<file path="config.mk">
export PLATFORM = sky130hd
export DESIGN_NAME = hash_lookup_sequencer
export DESIGN_NICKNAME = d
export VERILOG_FILES = /design/src/rtl/hash_seq_pkg.sv /design/src/rtl/hash_dup_detect.sv /design/src/rtl/hash_lookup_sequencer.sv
export SDC_FILE = /design/constraint.sdc
export NUM_CORES = 1
export LEC_CHECK = 0
export CORE_UTILIZATION = 50
export DETAILED_ROUTE_END_ITERATION = 8
export HOLD_SLACK_MARGIN = 0.05
export PLACE_DENSITY = 0.8
export SLEW_MARGIN = 15
export SYNTH_ARGS = -nofsm -noshare
export SYNTH_HDL_FRONTEND = slang
export SYNTH_SLANG_ARGS = --single-unit
</file>
<file path="constraint.sdc">
create_clock -name clk -period 3 [get_ports clk]
set_clock_uncertainty 0.15 [all_clocks]
set_input_delay 0.9 -clock clk [delete_from_list [all_inputs] [get_ports clk]]
set_output_delay 0.9 -clock clk [all_outputs]
set_load 0.02 [all_outputs]
</file>
<file path="src/rtl/hash_seq_pkg.sv">
// Shared definitions for the hash lookup sequencer.
// Holds the datapath widths, the sequencer state type and the packed
// bucket-index array type used by the top level and the duplicate detector.
package hash_seq_pkg;

  localparam int VPN_W     = 45;
  localparam int HASH_W    = 32;
  localparam int NUM_HASH  = 8;
  localparam int IDX_W     = 10;
  localparam int HASH_ID_W = 3;

  // Last hash id issued for a request.
  localparam logic [HASH_ID_W-1:0] LAST_ID = HASH_ID_W'(NUM_HASH - 1);

  typedef enum logic [1:0] {
    IDLE,
    ISSUE,
    DRAIN,
    RESP
  } state_t;

  // Element k occupies bits [k*IDX_W +: IDX_W] when flattened.
  typedef logic [NUM_HASH-1:0][IDX_W-1:0] idx_arr_t;

endpackage

</file>
<file path="src/rtl/hash_dup_detect.sv">
// Duplicate bucket-index detector.
// Purely combinational pairwise compare triangle: bit k of the mask is set
// when index k equals any lower-numbered index j<k. Bit 0 is therefore 0.
// Ports:
//   idx_i  packed NUM_HASH x IDX_W bucket indices
//   dup_o  NUM_HASH duplicate mask
module hash_dup_detect
  import hash_seq_pkg::*;
(
  input  logic [NUM_HASH*IDX_W-1:0] idx_i,
  output logic [NUM_HASH-1:0]       dup_o
);

  idx_arr_t idx;
  assign idx = idx_i;

  always_comb begin
    dup_o = '0;
    for (int k = 1; k < NUM_HASH; k++) begin
      for (int j = 0; j < k; j++) begin
        if (idx[k] == idx[j]) dup_o[k] = 1'b1;
      end
    end
  end

endmodule

</file>
<file path="src/rtl/hash_lookup_sequencer.sv">
// Initiator side of the tabulation hash unit.
// Accepts one VPN lookup, drives the hash unit with that VPN and ids
// 0..NUM_HASH-1 on consecutive cycles, captures the registered results
// (truncated to bucket indices), flags duplicate indices and returns one
// response bundle through a valid/ready handshake.
// Ports:
//   clk, rst_n              clock, async active-low reset
//   req_valid/req_ready     request handshake, req_vpn sampled on accept
//   hash_vpn, hash_id       operands presented to the hash unit
//   hash_result             hash unit output, one cycle behind its operands
//   resp_valid/resp_ready   response handshake
//   resp_vpn, resp_idx      accepted VPN and packed bucket indices
//   resp_dup                duplicate mask over resp_idx
module hash_lookup_sequencer
  import hash_seq_pkg::*;
(
  input  logic                      clk,
  input  logic                      rst_n,
  input  logic                      req_valid,
  output logic                      req_ready,
  input  logic [VPN_W-1:0]          req_vpn,
  output logic [VPN_W-1:0]          hash_vpn,
  output logic [HASH_ID_W-1:0]      hash_id,
  input  logic [HASH_W-1:0]         hash_result,
  output logic                      resp_valid,
  input  logic                      resp_ready,
  output logic [VPN_W-1:0]          resp_vpn,
  output logic [NUM_HASH*IDX_W-1:0] resp_idx,
  output logic [NUM_HASH-1:0]       resp_dup
);

  state_t                  state_q;
  logic                    req_ready_q;
  logic                    resp_valid_q;
  logic [VPN_W-1:0]        hash_vpn_q;
  logic [VPN_W-1:0]        resp_vpn_q;
  logic [HASH_ID_W-1:0]    hash_id_q;
  logic [HASH_ID_W-1:0]    cap_idx_q;
  logic                    cap_vld_q;
  idx_arr_t                idx_q;
  idx_arr_t                idx_d;
  logic [NUM_HASH-1:0]     dup_q;
  logic [NUM_HASH-1:0]     dup_d;

  // Upper hash bits are discarded by truncation.
  logic unused_hash_hi;
  assign unused_hash_hi = ^hash_result[HASH_W-1:IDX_W];

  // Index array including the result being captured this cycle, so the
  // duplicate mask registered on entry to RESP already sees the last slice.
  always_comb begin
    idx_d = idx_q;
    if (cap_vld_q) idx_d[cap_idx_q] = hash_result[IDX_W-1:0];
  end

  hash_dup_detect u_dup (
    .idx_i (idx_d),
    .dup_o (dup_d)
  );

  // Sequencer FSM. The capture index/valid pair trails the issued id by one
  // cycle to line up with the hash unit's registered output.
  always_ff @(posedge clk or negedge rst_n) begin
    if (!rst_n) begin
      state_q      <= IDLE;
      req_ready_q  <= 1'b0;
      resp_valid_q <= 1'b0;
      hash_vpn_q   <= '0;
      resp_vpn_q   <= '0;
      hash_id_q    <= '0;
      cap_idx_q    <= '0;
      cap_vld_q    <= 1'b0;
      idx_q        <= '0;
      dup_q        <= '0;
    end else begin
      cap_vld_q <= (state_q == ISSUE);
      cap_idx_q <= hash_id_q;
      idx_q     <= idx_d;
      case (state_q)
        IDLE: begin
          req_ready_q <= 1'b1;
          if (req_valid && req_ready_q) begin
            hash_vpn_q  <= req_vpn;
            resp_vpn_q  <= req_vpn;
            hash_id_q   <= '0;
            req_ready_q <= 1'b0;
            state_q     <= ISSUE;
          end
        end
        ISSUE: begin
          if (hash_id_q == LAST_ID) begin
            hash_id_q <= '0;
            state_q   <= DRAIN;
          end else begin
            hash_id_q <= hash_id_q + 1'b1;
          end
        end
        DRAIN: begin
          dup_q        <= dup_d;
          resp_valid_q <= 1'b1;
          state_q      <= RESP;
        end
        RESP: begin
          if (resp_ready) begin
            resp_valid_q <= 1'b0;
            req_ready_q  <= 1'b1;
            state_q      <= IDLE;
          end
        end
        default: state_q <= IDLE;
      endcase
    end
  end

  assign req_ready  = req_ready_q;
  assign resp_valid = resp_valid_q;
  assign hash_vpn   = hash_vpn_q;
  assign hash_id    = hash_id_q;
  assign resp_vpn   = resp_vpn_q;
  assign resp_idx   = idx_q;
  assign resp_dup   = dup_q;

endmodule

</file>
==> results.cfg <==
[status]
status = finished, final reports clean

[pwr]
p_leak_nw = 6.164
switching_share_pct = 44.07
power_frac_clock_pct = 11.8
powerDensity_mw_per_mm2 = 1293
intPower_w = 0.01059
pwr-share-seq_pct = 18.9
comb_power_share_pct = 69.3
vdd_drop_max_mv = 0.8668
p_switching_w = 0.008341
power_w = 0.01893

[drt]
postRouteAntennaNets = 0
wl_per_cell_um = 22.73
drc = 0
wl_um = 33680
firstDrtPassIters = 5
drt_iter0_markers = 378
vias = 7988
vias_per_cell = 5.390

[synth]
synth_top_cell_by_area = dfrtp_1
synth_warnings = 0
synth.distinct_cells = 30
synth_seq_area_share_pct = 36.66
yosys-top-cells-count = 144 x xnor2_1, 143 x dfrtp_1, 136 x xor2_1
syn_nets = 923
yosys-top-cells-area = dfrtp_1 37%, xnor2_1 13%, xor2_1 12%
ys_ff_latch = 143
ys_async_sr_fraction_pct = 100.0
synth_most_common_cell = xnor2_1
postSynthAreaPerCell_um2 = 11.68
yosysTopAreaCellShare_pct = 36.66
syn_inst = 836
synth_edf_count = 0
ys.flop_type = dfrtp_1
syn-cell-area_mm2 = 0.009762

[setup_path]
worstRegToRegCells = 8
cp_max_fo = 8
timing.rr.start = cap_idx_q[0]$_DFF_PN0_
crit_required_ns = 3.20
start_kind = flip-flop
regToRegSetupSlack_ns = 0.1
arrival_ns = 3.11
rr_endpoint = resp_dup[7]$_DFFE_PN0P_
end_kind = flip-flop
crit_type = flip-flop to flip-flop

[clocking]
ctsRootBufferMaster = clkbuf_16
h-tree-depth = 4
clock_latency_ns = 0.43
cts_tree = done
clk_pin_slew_ns = 0.07
ctsResizeCount = 0
post_cts_buffers = 0
clock_path_buffers = 2
cts.sinks = 143
holdBufCountCts = 0
cts_buffers = 17

[place]
hpwl_um = 25800
gp_congestion = 1.002
portBuffers = 240
dpl.cell_count = 1450

[timing]
drv_slew = 0
fin_crit_sh_pct = 96.79
period_minus_slack_ns = 2.904
rsz0062_at_grt = false
setup_violations = 0
max_slew_margin_pct = 66.03
fmax_mhz = 344.4
worst_pin_slew_ns = 0.5030
finalHoldViolCount = 0

[final_layout]
n_antenna_cell = 0
stdcell_count = 1482
syn_to_final_growth_pct = 49.94
drive_gt1_share_pct = 28.15
num-nets-final = 1296

[hold_path]
hp-class = primary input to asynchronous set/reset pin

[floorplan]
die_y_um = 141.7
rows = 50
core_area_mm2 = 0.01889
die_w_um = 141.7
die_area_mm2 = 0.02009
start_util_pct = 51.67
pin_count = 264

[global_routing]
grt_pass1_wl_um = 50800
grt_start_max_net_pins = 47
overflow = 0
antenna_found_initial = 0
grt_usage_pct = 34.93
grt_pass1_vias = 8504

[run]
cap_violations = 0
how the worst max path moves through the flow:
stage	startpoint	endpoint
2_1_floorplan	hash_result[1]	resp_dup[7]$_DFFE_PN0P_
3_3_place_gp	hash_result[7]	resp_dup[7]$_DFFE_PN0P_
3_5_place_dp	hash_result[8]	resp_dup[7]$_DFFE_PN0P_
4_1_cts	cap_idx_q[0]$_DFF_PN0_	resp_dup[7]$_DFFE_PN0P_
5_1_grt	cap_idx_q[0]$_DFF_PN0_	resp_dup[7]$_DFFE_PN0P_
6_report	cap_idx_q[0]$_DFF_PN0_	resp_dup[7]$_DFFE_PN0P_
state kept, by name, indices dropped and copies added, names as in the netlist:
register,count
cap_idx_q,3
cap_vld_q,1
hash_id,3
req_ready,1
resp_dup,7
resp_idx,80
resp_valid,1
resp_vpn,45
state_q,2
power by group through the flow:
stage / Sequential, W / Clock, W / Combinational, W
after global placement: 0.00355 / 0 / 0.0128
after detailed placement: 0.00361 / 0 / 0.0129
after CTS: 0.00359 / 0.00227 / 0.0130
after floorplan: 0.00443 / 0 / 0.00614
final: 0.00358 / 0.00224 / 0.0131
after global routing: 0.00368 / 0.00235 / 0.0137
worst max-delay path, cell delays in order, from the launching register on:
cell and delay, ns:
dfrtp_1 0.48, and4bb_1 0.41, buf_4 0.29, mux2i_4 0.29
buf_12 0.16, xnor2_1 0.16, nand4_1 0.13, o41ai_1 0.51
o32a_1 0.25
cell families (layout without fill, tap and decap cells):
logic type	Yosys count	in the layout	share of synthesized area [%]
other cells	1	1	0.03841
compound gates	20	20	1.397
xor+xnor	280	280	25.12
simple gates	108	108	6.973
fa+ha+maj	6	6	0.7690
mux	126	126	20.89
flops	143	143	36.66
buf+inv	152	538	8.152
final cells by class:
class | instances | area (µm²)
tap | 260 | 325.3
clock buffer | 19 | 452.9
sequential | 143 | 3578
inverter | 83 | 311.5
clock inverter | 13 | 163.9
fill | 1260 | 4257
multi-input combinational | 541 | 5401
timing repair buffer | 423 | 4403
layout by cell type, fill, tap and decap left out, drive strengths merged, types with 2 or more instances in the layout:
cell type and count:
nor2 6, nand4b 3, ha 6, dfrtp 143
nand3 2, bufinv 2, mux2i 80, nand2 5
nand4 44, clkinvlp 2, clkdlybuf4s50 239, o21ai 9
and4bb 3, clkbuf 19, a32o 2, mux2 46
nor4 43, buf 184, a31oi 2, xnor2 144
a41oi 2, xor2 136, inv 91
per-layer routing:
layer | GRT usage [%] | vias to the layer above | share of wire (%)
met5 | 0 | - | 0
met2 | 57.58 | 425 | 48
met3 | 10.29 | 127 | 8.3
met1 | 39.45 | 3916 | 36
met4 | 22.98 | 0 | 6.8
li1 | - | 3520 | -
stage by stage:
stage / setup slack, ns / utilization, % / TNS [ns] / area (µm²) / hold WS, ns
after CTS: 0.1715 / 77.47 / 0 / 14640 / 0.2645
after global routing: 0.005815 / 77.47 / 0 / 14640 / 0.2776
after global placement: -0.1218 / 74.21 / -0.5625 / 14020 / 0.2681
after detailed placement: -0.1684 / 74.21 / -0.7606 / 14020 / 0.2728
after floorplan: 0.1878 / - / 0 / 9762 / 0.3842
final: 0.09615 / 77.47 / 0 / 14640 / 0.2545
(Power assumes the default switching activity.)
